`src/rtl/sprite_bounce_pkg.sv`:
```
// Shared types and constants for the bouncing-sprite LCD engine: colour and
// velocity structs, the sprite palette and a small popcount helper.
package sprite_bounce_pkg;

    localparam int POS_W = 9;
    localparam int VEL_W = 5;

    typedef struct packed {
        logic [4:0] r;
        logic [5:0] g;
        logic [4:0] b;
    } rgb565_t;

    typedef struct packed {
        logic signed [VEL_W-1:0] dx;
        logic signed [VEL_W-1:0] dy;
    } vel_t;

    localparam rgb565_t BLACK = 16'h0000;
    localparam rgb565_t WHITE = 16'hFFFF;

    localparam rgb565_t PALETTE [0:7] = '{
        16'hF800, 16'h07E0, 16'h001F, 16'hFFE0,
        16'h07FF, 16'hF81F, 16'hFC00, 16'h8410
    };

    // Sprite i starts moving right by i+1 and down by 1 pixel per frame.
    function automatic vel_t reset_vel(input int idx);
        vel_t v;
        v.dx = VEL_W'(idx + 1);
        v.dy = VEL_W'(1);
        return v;
    endfunction

    function automatic logic [3:0] popcount8(input logic [7:0] v);
        logic [3:0] c;
        c = 4'd0;
        for (int k = 0; k < 8; k++) begin
            c = c + {3'b000, v[k]};
        end
        return c;
    endfunction

endpackage

```
`src/rtl/sprite_bounce_engine_if.sv`:
```
// Pixel query bus between the LCD scanner (master) and the sprite engine.
interface sprite_bounce_engine_if;
    logic [8:0] x;
    logic [8:0] y;
    logic [4:0] red;
    logic [5:0] green;
    logic [4:0] blue;

    modport master (output x, y, input red, green, blue);
    modport slave  (input x, y, output red, green, blue);
endinterface

```
`src/rtl/sprite_bounce_engine_axis.sv`:
```
// bounce_axis: one coordinate of one sprite, stepping by its velocity each
// enabled frame and reflecting off 0 / LIMIT.
module bounce_axis
    import sprite_bounce_pkg::*;
#(
    parameter int LIMIT   = 448,
    parameter int POS_RST = 0,
    parameter int VEL_RST = 1
) (
    input  logic             clock,
    input  logic             reset_n,
    input  logic             restart,
    input  logic             step_en,
    input  logic             double_speed,
    output logic [POS_W-1:0] pos,
    output logic             reflected
);

    localparam int CAND_W = POS_W + 3;
    localparam logic signed [CAND_W-1:0] LIMIT_C = CAND_W'(LIMIT);

    logic        [POS_W-1:0]  pos_r;
    logic        [POS_W-1:0]  pos_next_s;
    logic signed [VEL_W-1:0]  vel_r;
    logic signed [VEL_W-1:0]  vel_next_s;
    logic signed [CAND_W-1:0] vel_ext_s;
    logic signed [CAND_W-1:0] step_s;
    logic signed [CAND_W-1:0] cand_s;

    // Candidate position in a widened signed range, then clamp and reflect.
    always_comb begin
        vel_ext_s  = {{(CAND_W-VEL_W){vel_r[VEL_W-1]}}, vel_r};
        step_s     = double_speed ? {vel_ext_s[CAND_W-2:0], 1'b0} : vel_ext_s;
        cand_s     = $signed({3'b000, pos_r}) + step_s;
        pos_next_s = pos_r;
        vel_next_s = vel_r;
        reflected  = 1'b0;
        if (cand_s[CAND_W-1]) begin
            pos_next_s = '0;
            vel_next_s = -vel_r;
            reflected  = 1'b1;
        end else if (cand_s > LIMIT_C) begin
            pos_next_s = POS_W'(LIMIT);
            vel_next_s = -vel_r;
            reflected  = 1'b1;
        end else begin
            pos_next_s = cand_s[POS_W-1:0];
        end
    end

    // Position/velocity state; restart overrides a frame step.
    always_ff @(posedge clock or negedge reset_n) begin
        if (!reset_n) begin
            pos_r <= POS_W'(POS_RST);
            vel_r <= VEL_W'(VEL_RST);
        end else if (restart) begin
            pos_r <= POS_W'(POS_RST);
            vel_r <= VEL_W'(VEL_RST);
        end else if (step_en) begin
            pos_r <= pos_next_s;
            vel_r <= vel_next_s;
        end
    end

    assign pos = pos_r;

endmodule

```
`src/rtl/sprite_bounce_engine.sv`:
```
// Animates N_SPRITES bouncing rectangles at FRAME_HZ, counts edge bounces
// into a saturating score and renders one RGB565 pixel per (x, y) query.
module sprite_bounce_engine
    import sprite_bounce_pkg::*;
#(
    parameter int CLK_MHZ   = 27,
    parameter int FRAME_HZ  = 30,
    parameter int N_SPRITES = 4,
    parameter int SCREEN_W  = 480,
    parameter int SCREEN_H  = 272,
    parameter int SPRITE_W  = 32,
    parameter int SPRITE_H  = 24
) (
    input  logic                   clock,
    input  logic                   reset_n,
    input  logic [7:0]             key,
    sprite_bounce_engine_if.slave  pix,
    output logic [7:0]             led,
    output logic [31:0]            number,
    output logic                   frame_tick
);

    localparam int PERIOD = CLK_MHZ * 1000000 / FRAME_HZ;
    localparam int CNT_W  = (PERIOD > 1) ? $clog2(PERIOD) : 1;
    localparam logic [9:0] SPR_W_C = 10'(SPRITE_W);
    localparam logic [9:0] SPR_H_C = 10'(SPRITE_H);

    logic [CNT_W-1:0]     cnt_r;
    logic [CNT_W-1:0]     cnt_next_s;
    logic                 tick_r;
    logic [15:0]          score_r;
    logic [15:0]          score_next_s;
    logic [16:0]          score_sum_s;
    logic [POS_W-1:0]     px_s [N_SPRITES];
    logic [POS_W-1:0]     py_s [N_SPRITES];
    logic [N_SPRITES-1:0] refl_x_s;
    logic [N_SPRITES-1:0] refl_y_s;
    logic [N_SPRITES-1:0] hit_s;
    logic [2:0]           owner_s;
    logic [3:0]           hit_cnt_s;
    rgb565_t              rgb_s;
    logic                 step_en_s;
    logic                 restart_s;
    logic                 unused_key_s;

    assign restart_s    = key[2];
    assign step_en_s    = tick_r & ~key[0];
    assign unused_key_s = ^key[7:3];

    // Frame counter wrap; the strobe is registered so it is high while cnt == P-1.
    always_comb begin
        if (cnt_r == CNT_W'(PERIOD - 1)) begin
            cnt_next_s = '0;
        end else begin
            cnt_next_s = cnt_r + CNT_W'(1);
        end
    end

    // Frame strobe counter and its registered tick.
    always_ff @(posedge clock or negedge reset_n) begin
        if (!reset_n) begin
            cnt_r  <= '0;
            tick_r <= 1'b0;
        end else begin
            cnt_r  <= cnt_next_s;
            tick_r <= (cnt_next_s == CNT_W'(PERIOD - 1));
        end
    end

    for (genvar gi = 0; gi < N_SPRITES; gi++) begin : g_sprite
        localparam vel_t RST_VEL = reset_vel(gi);

        bounce_axis #(
            .LIMIT   (SCREEN_W - SPRITE_W),
            .POS_RST (gi * (SPRITE_W + 8)),
            .VEL_RST (int'(RST_VEL.dx))
        ) u_x (
            .clock        (clock),
            .reset_n      (reset_n),
            .restart      (restart_s),
            .step_en      (step_en_s),
            .double_speed (key[1]),
            .pos          (px_s[gi]),
            .reflected    (refl_x_s[gi])
        );

        bounce_axis #(
            .LIMIT   (SCREEN_H - SPRITE_H),
            .POS_RST (gi * (SPRITE_H + 8)),
            .VEL_RST (int'(RST_VEL.dy))
        ) u_y (
            .clock        (clock),
            .reset_n      (reset_n),
            .restart      (restart_s),
            .step_en      (step_en_s),
            .double_speed (key[1]),
            .pos          (py_s[gi]),
            .reflected    (refl_y_s[gi])
        );
    end

    // A corner hit still counts once per sprite; the sum saturates at 16'hFFFF.
    always_comb begin
        score_sum_s = {1'b0, score_r} + {13'd0, popcount8(8'(refl_x_s | refl_y_s))};
        if (score_sum_s[16]) begin
            score_next_s = 16'hFFFF;
        end else begin
            score_next_s = score_sum_s[15:0];
        end
    end

    // Score register; a restarting frame does not score.
    always_ff @(posedge clock or negedge reset_n) begin
        if (!reset_n) begin
            score_r <= 16'd0;
        end else if (step_en_s && !restart_s) begin
            score_r <= score_next_s;
        end
    end

    assign led        = score_r[7:0];
    assign number     = {16'd0, score_r};
    assign frame_tick = tick_r;

    // Pixel render: overlaps go white, single hits take the sprite colour.
    always_comb begin
        hit_s   = '0;
        owner_s = 3'd0;
        for (int i = 0; i < N_SPRITES; i++) begin
            if (({1'b0, pix.x} >= {1'b0, px_s[i]}) &&
                ({1'b0, pix.x} <  ({1'b0, px_s[i]} + SPR_W_C)) &&
                ({1'b0, pix.y} >= {1'b0, py_s[i]}) &&
                ({1'b0, pix.y} <  ({1'b0, py_s[i]} + SPR_H_C))) begin
                hit_s[i] = 1'b1;
                owner_s  = 3'(i);
            end else begin
                hit_s[i] = 1'b0;
            end
        end
        hit_cnt_s = popcount8(8'(hit_s));
        if (({1'b0, pix.x} >= 10'(SCREEN_W)) || ({1'b0, pix.y} >= 10'(SCREEN_H))) begin
            rgb_s = BLACK;
        end else if (hit_cnt_s == 4'd0) begin
            rgb_s = BLACK;
        end else if (hit_cnt_s == 4'd1) begin
            rgb_s = PALETTE[owner_s];
        end else begin
            rgb_s = WHITE;
        end
    end

    assign pix.red   = rgb_s.r;
    assign pix.green = rgb_s.g;
    assign pix.blue  = rgb_s.b;

endmodule

```
`src/flat_wrapper.sv`:
```
// flat-port wrapper written by rule: the top's interface ports become plain ports
module sprite_bounce_engine_flat import sprite_bounce_pkg::*;
#(
    parameter int CLK_MHZ   = 27,
    parameter int FRAME_HZ  = 30,
    parameter int N_SPRITES = 4,
    parameter int SCREEN_W  = 480,
    parameter int SCREEN_H  = 272,
    parameter int SPRITE_W  = 32,
    parameter int SPRITE_H  = 24
)
  (clock, reset_n, key, led, number, frame_tick, pix_x, pix_y, pix_red, pix_green, pix_blue);
  sprite_bounce_engine_if pix_i ();
  input  logic clock;
  input  logic reset_n;
  input  logic [7:0] key;
  output logic [7:0] led;
  output logic [31:0] number;
  output logic frame_tick;
  input wire logic [$bits(pix_i.x)-1:0] pix_x;
  input wire logic [$bits(pix_i.y)-1:0] pix_y;
  output wire logic [$bits(pix_i.red)-1:0] pix_red;
  output wire logic [$bits(pix_i.green)-1:0] pix_green;
  output wire logic [$bits(pix_i.blue)-1:0] pix_blue;
  assign pix_i.x = pix_x;
  assign pix_i.y = pix_y;
  assign pix_red = pix_i.red;
  assign pix_green = pix_i.green;
  assign pix_blue = pix_i.blue;
  sprite_bounce_engine #(.CLK_MHZ(CLK_MHZ), .FRAME_HZ(FRAME_HZ), .N_SPRITES(N_SPRITES), .SCREEN_W(SCREEN_W), .SCREEN_H(SCREEN_H), .SPRITE_W(SPRITE_W), .SPRITE_H(SPRITE_H)) u_core (.clock(clock), .reset_n(reset_n), .key(key), .pix(pix_i), .led(led), .number(number), .frame_tick(frame_tick));
endmodule
```
`config.mk`:
```
export PLATFORM = sky130hd
export DESIGN_NAME = sprite_bounce_engine_flat
export DESIGN_NICKNAME = d
export VERILOG_FILES = /design/src/rtl/sprite_bounce_pkg.sv /design/src/rtl/sprite_bounce_engine_if.sv /design/src/rtl/sprite_bounce_engine_axis.sv /design/src/rtl/sprite_bounce_engine.sv /design/src/flat_wrapper.sv
export SDC_FILE = /design/constraint.sdc
export NUM_CORES = 1
export LEC_CHECK = 0
export ABC_CLOCK_PERIOD_IN_PS = 5510
export BUFFER_PORTS_ARGS = -buffer_cell sky130_fd_sc_hd__buf_2
export CAP_MARGIN = 25
export CORE_MARGIN = 1.5
export CORE_UTILIZATION = 50
export CTS_CLUSTER_DIAMETER = 60
export DETAILED_ROUTE_END_ITERATION = 8
export GPL_TIMING_DRIVEN = 1
export PLACE_DENSITY = 0.67
export SLEW_MARGIN = 25
export SYNTH_ARGS = -nofsm -noshare
export SYNTH_HDL_FRONTEND = slang
export SYNTH_HIERARCHICAL = 1
export SYNTH_SLANG_ARGS = --single-unit
```
`constraint.sdc`:
```
create_clock -name clock -period 5.51 [get_ports clock]
set_input_delay 0.8265 -clock clock [delete_from_list [all_inputs] [get_ports clock]]
set_output_delay 0.8265 -clock clock [all_outputs]
set_load 0.02 [all_outputs]
```
==> summary.txt, run 1 <==
Placement
  • Routability cong.: a little under 0.9
  • DP HPWL: about 28000 um
  • Setup Slack @ Placement: approximately 0.0031 ns
  • Buffers on Ports: between 60 and 70
  • Cell count after placement: about 2300

Timing
  • Worst relative slew slack: ~48%
  • RSZ-0062 raised after global routing: no
  • # setup viols final: 0
  • Crit share post-route: between 90% and 100%
  • Min cycle time layout: ~5.3 ns
  • Setup Skew: 0.0155 ns
  • Final Hold Fails: 0
  • Max Fclk: between 150 and 200 MHz
  • Final WS setup: between 0.2 and 0.25 ns
  • Setup TNS: 0 ns
  • Actual slew at the worst max-slew pin: roughly 0.78 ns
  • Max-slew violations: 0

Finish
  • Non-Filler Instances: ~2300
  • Commonest non-fill, non-tap cell in the layout: ha_1
  • Antenna Cells: 0
  • Fill cells: approximately 2800
  • Fin nets: around 2100
  • Share of layout cells above drive strength 1: between 10% and 20%
  • Area delta synth->final: 12.2%
  • Most frequent cells in the layout: ha_1, inv_1, nand2_1

Status
  • Status: finished, final reports clean

Drt
  • Pre-Repair DR Iteration Count: 5
  • Routed Antenna Nets: 0
  • DR vias/cell: 5.83
  • First-iteration detailed-routing DRC count: 764
  • Post-Route WL: between 30000 and 40000 um
  • Drt wl/cell: roughly 16 um
  • # DRC: 0
  • DR vias: roughly 13000

CTS
  • CTS clock-pin slew for the worst setup and hold paths: around 0.07 ns
  • CTS Buf Count: 17
  • Clock Root Buffer: clkbuf_16
  • Latest clock arrival within the worst-skew pair: ~0.44 ns
  • H-Tree Depth: 4
  • CTS tree: yes
  • Cts hold-fix bufs: 0
  • Clk buf depth: 2
  • CTS sink count: 147

Setup path
  • Crit-path cells: inv_1 -> nor3_2 -> xnor2_1 -> ha_2 -> nor4_4 -> nand3_1 -> o211ai_1 -> a21oi_2 -> or4_4 -> fa_1 -> inv_1 -> ha_2 -> ha_4 -> o311a_1 -> inv_2 -> a41oi_2 -> buf_6 -> buf_6
  • Setup crit start kind: register
  • Register-to-Register Path Depth: 20
  • Worst Path Max Fanout: 6
  • Crit path arrival time: about 4.5 ns
  • Critical path's slowest cell: dfstp_2
  • Reg-to-reg slack, setup: ~0.56 ns
  • Setup CP Type: register to output port
  • CP Capture Type: output port
  • R2R Path End: u_core/score_r[1]
  • Crit path required time: between 4 and 5 ns
  • Max incr delay on CP: 0.56 ns
  • R2R Path Start: u_core/g_sprite[2].u_x/vel_r[1]
  • Crit. Startpoint: u_core/g_sprite[3].u_y/pos[5]

Floorplanning
  • Full die area: 31800 sq um
  • IO Pins: 85
  • Die width: ~180 um
  • Rows: 64
  • Core footprint: ~30000 sq um
  • Chip Height: about 180 um
  • Starting Density: between 50% and 60%

Logic synthesis
  • Sequential area share after synthesis: between 20 and 25%
  • Ys async rst share: 100%
  • Post-synth EDFFs: 0
  • Post-synthesis cell area: about 15000 sq um
  • Synthesis Warnings: 6
  • Yosys reg bits: approximately 150
  • Distinct cell type count after synthesis: approximately 120
  • Area fraction of the dominant cell type after synthesis: roughly a fifth
  • Synth area leader: dfrtp_1
  • Synth Area per Inst: 8.62 sq um
  • Main synth FF type: dfrtp_1
  • Synth Instances: between 1500 and 2000
  • Ranking of synthesized cells by area: dfrtp_1, ha_1, a21oi_1

Power
  • Leakage: between 7 and 8 nW
  • Max IR drop VDD: between 0.1 and 0.15 mV
  • Power per cell area: about 150 nW/um^2

Global route
  • Largest net degree at the start of global routing: 98
  • Total GRT Usage: between 20% and 30%
  • GRT Residual Overflow: 0
  • Initial antenna violation count: 0
  • Number of global-route vias before repair: roughly 13000
  • First-pass GRT wire length: just over 60000 um

Worst hold path
  • Min-Delay Path Class: primary input to async pin

Flow run
  • Max Cap Violations: 0
==> layer usage <==
metal	vias to the layer above	part of all wire, %	routed length [um]	GRT usage, %
li1	6702	-	-	-
met3	36	2.7	1000	2.17
met4	0	1.7	636	7.08
met5	-	0	0	0
met1	6468	47	17300	30.9
met2	227	49	17900	41.3
==> state kept, by name, summed over array words and instances, names as in the netlist <==
register	count
u_core/cnt_r	20
u_core/frame_tick	1
u_core/g_sprite.u_x/pos	36
u_core/g_sprite.u_x/vel_r	18
u_core/g_sprite.u_y/pos	36
u_core/g_sprite.u_y/vel_r	20
u_core/score_r	16
==> Yosys cell counts, drive strengths merged, types with 10 or more instances <==
cell     instances
a2111oi         12
a211oi          17
a21o            35
a21oi          128
a31oi           12
a32o            13
and2            13
and3            15
buf             49
clkbuf          24
dfrtp          126
dfstp           21
fa              12
ha             213
inv            147
mux2            38
nand2          141
nand2b          17
nand3           51
nand4           29
nor2           127
nor2b           37
nor3            25
nor4            14
o2111ai         10
o211ai          19
o21a            17
o21ai          101
o311ai          11
o31ai           10
or3             22
xnor2           59
xor2            46
==> per-stage QoR <==
| stage | hold slack [ns] | cell area (sq um) | power (mW) | util, % |
|---|---|---|---|---|
| floorplan | 0.472 | 15400 | 1.28 | - |
| global placement | 0.505 | 16400 | 1.36 | 53.9 |
| detailed placement | 0.512 | 16400 | 1.37 | 53.9 |
| CTS | 0.523 | 17000 | 2.59 | 56.0 |
| global route | 0.253 | 17200 | 2.69 | 56.7 |
| finish | 0.253 | 17200 | 2.58 | 56.7 |
==> layout make-up <==
cell class | instances | area (sq um) | share of cell area (%)
clock buffers | 20 | 457 | 2.65
clock inverters | 12 | 144 | 0.835
inverters | 150 | 563 | 3.27
multi-input cells | 1427 | 10800 | 62.6
flip-flops and latches | 147 | 3700 | 21.5
well taps | 396 | 495 | 2.87
repair buffers | 152 | 1080 | 6.26
==> how the worst max path moves through the flow <==
stage	to	slack, ns	cells after the start
3_5_place_dp	u_core/score_r[1]	0.003	21
6_report	pix_green[5]	0.21	18
4_1_cts	pix_green[5]	0.0005	19
5_1_grt	pix_green[4]	0.01	18
3_3_place_gp	u_core/score_r[1]	0.0008	21
2_1_floorplan	u_core/score_r[8]	0.28	20
==> kinds of logic (layout without fill, tap and decap cells) <==
group / count (synthesis) / in the layout / share of synthesized area [%]
adders and majority gates: 225 / 225 / 18.9
and+or+nand+nor: 548 / 548 / 18.4
buffers and inverters: 223 / 334 / 6.71
AOI/OAI and AO/OA: 485 / 485 / 22.5
muxes: 46 / 46 / 3.35
xor gates and xnor gates: 105 / 105 / 5.98
DFF: 147 / 147 / 24.1
other: 3 / 18 / 0.0733
==> timing repair <==
item,4_1_cts,5_1_grt
buffers inserted,2,6
endpoints found under the setup margin,16,16
pin swaps,1,9
resized for setup,4,31
==> where the power goes <==
part / switching [mW] / total (mW) / internal (mW) / leakage, nW
combinational: 0.180 / 0.285 / 0.105 / 5.75
clock: 0.511 / 1.21 / 0.700 / 0.285
sequential: 0.000694 / 1.08 / 1.08 / 1.96
==> critical path, delay by kind of cell, from the launching register on <==
kind | cells | cell delay [ns]
adders and majority gates | 4 | 1.18
buffers and inverters | 5 | 0.47
DFF | 1 | 0.56
xor gates and xnor gates | 1 | 0.09
and+or+nand+nor | 4 | 1.15
AOI/OAI and AO/OA | 4 | 0.58
(Power assumes the default switching activity.)
==> run 2: changes to the inputs <==
--- a/config.mk
+++ b/config.mk
@@ -14,6 +14,7 @@
 export DETAILED_ROUTE_END_ITERATION = 8
 export GPL_TIMING_DRIVEN = 1
 export PLACE_DENSITY = 0.67
+export RECOVER_POWER = 100
 export SLEW_MARGIN = 25
 export SYNTH_ARGS = -nofsm -noshare
 export SYNTH_HDL_FRONTEND = slang
==> summary.txt, run 2 (synthesized netlist as in run 1, its figures left out) <==
Timing
  • Max-slew violations: 174 (was 0)
  • Final Hold Fails: 0 (unchanged)
  • Crit share post-route: 96.4% (was 96.2%)
  • Setup Skew: 0.0152 ns (was 0.0155 ns)
  • Max Fclk: 188 MHz (was 189 MHz)
  • Setup TNS: 0 ns (unchanged)
  • RSZ-0062 raised after global routing: no (unchanged)
  • Min cycle time layout: 5.31 ns (was 5.30 ns)
  • Actual slew at the worst max-slew pin: 2.89 ns (was 0.781 ns)
  • Worst hold slack: 0.524 ns (was 0.253 ns)
  • # setup viols final: 0 (unchanged)
  • Worst relative slew slack: -92.9% (was 47.6%)

Placement
  • DP HPWL: 27900 um (unchanged)
  • Routability cong.: 0.893 (unchanged)
  • Buffers on Ports: 63 (unchanged)
  • Placed cell areas: 16400 sq um (unchanged)
  • Cell count after placement: 2263 (unchanged)

Setup path
  • Crit path arrival time: 4.49 ns (was 4.47 ns)
  • CP Capture Type: output port (unchanged)
  • Setup crit start kind: register (unchanged)
  • Worst Path Max Fanout: 6 (unchanged)
  • Setup CP Type: register to output port (unchanged)
  • Crit path required time: 4.68 ns (about the same)

CTS
  • H-Tree Depth: 4 (unchanged)
  • Clock Root Buffer: clkbuf_16 (unchanged)
  • CTS sink count: 147 (unchanged)
  • Latest clock arrival within the worst-skew pair: 0.43 ns (was 0.44 ns)
  • CTS clock-pin slew for the worst setup and hold paths: 0.07 ns (about the same)
  • Clk buf depth: 2 (unchanged)
  • Cts hold-fix bufs: 0 (unchanged)
  • CTS tree: yes (unchanged)
  • CTS Buf Count: 17 (unchanged)

Finish
  • Multi-input logic area: 10700 sq um (was 10800 sq um)
  • Fill cells: 2824 (was 2773)
  • Area delta synth->final: 10.9% (was 12.2%)
  • Most frequent cells in the layout: ha_1, inv_1, nand2_1 (unchanged)
  • Non-Filler Instances: 2304 (unchanged)
  • Commonest non-fill, non-tap cell in the layout: ha_1 (unchanged)
  • Register area: 3700 sq um (unchanged)
  • Fin nets: 2148 (unchanged)
  • Post-route cell area: 17000 sq um (was 17200 sq um)
  • Share of layout cells above drive strength 1: 13.4% (was 16.4%)
  • Antenna Cells: 0 (unchanged)

Drt
  • Drt wl/cell: 16.0 um (about the same)
  • # DRC: 0 (unchanged)
  • Routed Antenna Nets: 0 (unchanged)
  • DR vias: 13418 (was 13433)
  • Pre-Repair DR Iteration Count: 5 (unchanged)
  • First-iteration detailed-routing DRC count: 809 (was 764)
  • Post-Route WL: 36800 um (about the same)
  • DR vias/cell: 5.82 (was 5.83)

Worst hold path
  • Min-Delay Path Class: register to register (was primary input to async pin)

Power
  • Max IR drop VDD: 0.114 mV (about the same)
  • Power per cell area: 151 nW/um^2 (was 150 nW/um^2)
  • Design Power: 2.57 mW (was 2.58 mW)
  • Leakage: 7.79 nW (was 8.00 nW)

Floorplanning
  • Starting Density: 50.5% (unchanged)
  • Full die area: 31800 sq um (unchanged)
  • Die width: 178 um (unchanged)
  • Core footprint: 30400 sq um (unchanged)
  • Rows: 64 (unchanged)
  • IO Pins: 85 (unchanged)
  • Chip Height: 178 um (unchanged)

Global route
  • Number of global-route vias before repair: 12945 (unchanged)
  • GRT Residual Overflow: 0 (unchanged)
  • First-pass GRT wire length: 61400 um (unchanged)
  • Largest net degree at the start of global routing: 98 (unchanged)
  • Initial antenna violation count: 0 (unchanged)
  • Total GRT Usage: 23.7% (unchanged)

Status
  • Status: finished with violations (was finished, final reports clean)
  • Failing checks: capacitance limit, slew limit

Flow run
  • Max Cap Violations: 3 (was 0)
==> run 2: layer usage <==
layer  track usage (%)  share of wire [%]  up-vias
met1              30.9                 47     6465
met5                 0                  0        -
li1                  -                  -     6701
met2              41.3                 48      214
met3              2.17                2.5       38
met4              7.08                1.7        0
==> run 2: metrics by stage <==
step,utilization (%),setup WS [ns]
finish,56.0,0.198
global route,56.0,0.00262
CTS,56.0,0.000467
detailed placement,53.9,0.00312
global placement,53.9,0.000785
floorplan,-,0.283
==> run 2: timing repair <==
| action | in CTS | in global routing |
|---|---|---|
| endpoints found under the hold margin | 0 | 0 |
| setup buffers | 2 | 6 |
| setup endpoints to repair | 16 | 16 |
| pin swaps | 1 | 9 |
| gates resized for setup | 4 | 31 |
==> run 2: worst paths after layout <==
kind	endpoint	startpoint	slack, ns	depth (start not counted)
worst max-delay path	pix_green[5]	u_core/g_sprite[3].u_y/pos[5]	0.20	18
worst min-delay path	u_core/g_sprite[1].u_y/vel_r[0]	u_core/g_sprite[1].u_y/vel_r[0]	0.52	2
worst max register to register	u_core/score_r[1]	u_core/g_sprite[2].u_x/vel_r[1]	0.36	20
worst min register to register	u_core/g_sprite[1].u_y/vel_r[0]	u_core/g_sprite[1].u_y/vel_r[0]	0.52	2
max in group asynchronous	u_core/g_sprite[0].u_y/pos[2]	reset_n	1.35	2
min in group asynchronous	u_core/g_sprite[1].u_y/vel_r[2]	reset_n	0.73	1
==> run 2: final cells by class <==
class / count / area share (%)
tap: 396 / 2.91
clock buffer: 20 / 2.68
inverter: 150 / 3.30
multi-input combinational: 1427 / 63.0
sequential: 147 / 21.7
clock inverter: 12 / 0.844
timing repair buffer: 152 / 5.51
==> run 2: power by group <==
| part | total, mW | switching, mW | internal (mW) |
|---|---|---|---|
| clock network | 1.21 | 0.508 | 0.700 |
| registers | 1.08 | 0.000705 | 1.08 |
| logic | 0.282 | 0.179 | 0.102 |
==> run 2: critical path, cell delays in order, from the launching register on <==
cell      delay (ns)
dfstp_2         0.56
inv_1           0.08
nor3_2          0.20
xnor2_1         0.09
ha_2            0.21
nor4_4          0.28
nand3_1         0.11
o211ai_1        0.12
a21oi_2         0.08
or4_4           0.56
fa_1            0.54
inv_1           0.04
ha_2            0.17
ha_4            0.21
o311a_1         0.32
inv_1           0.11
a41oi_2         0.06
buf_6           0.17
buf_6           0.13
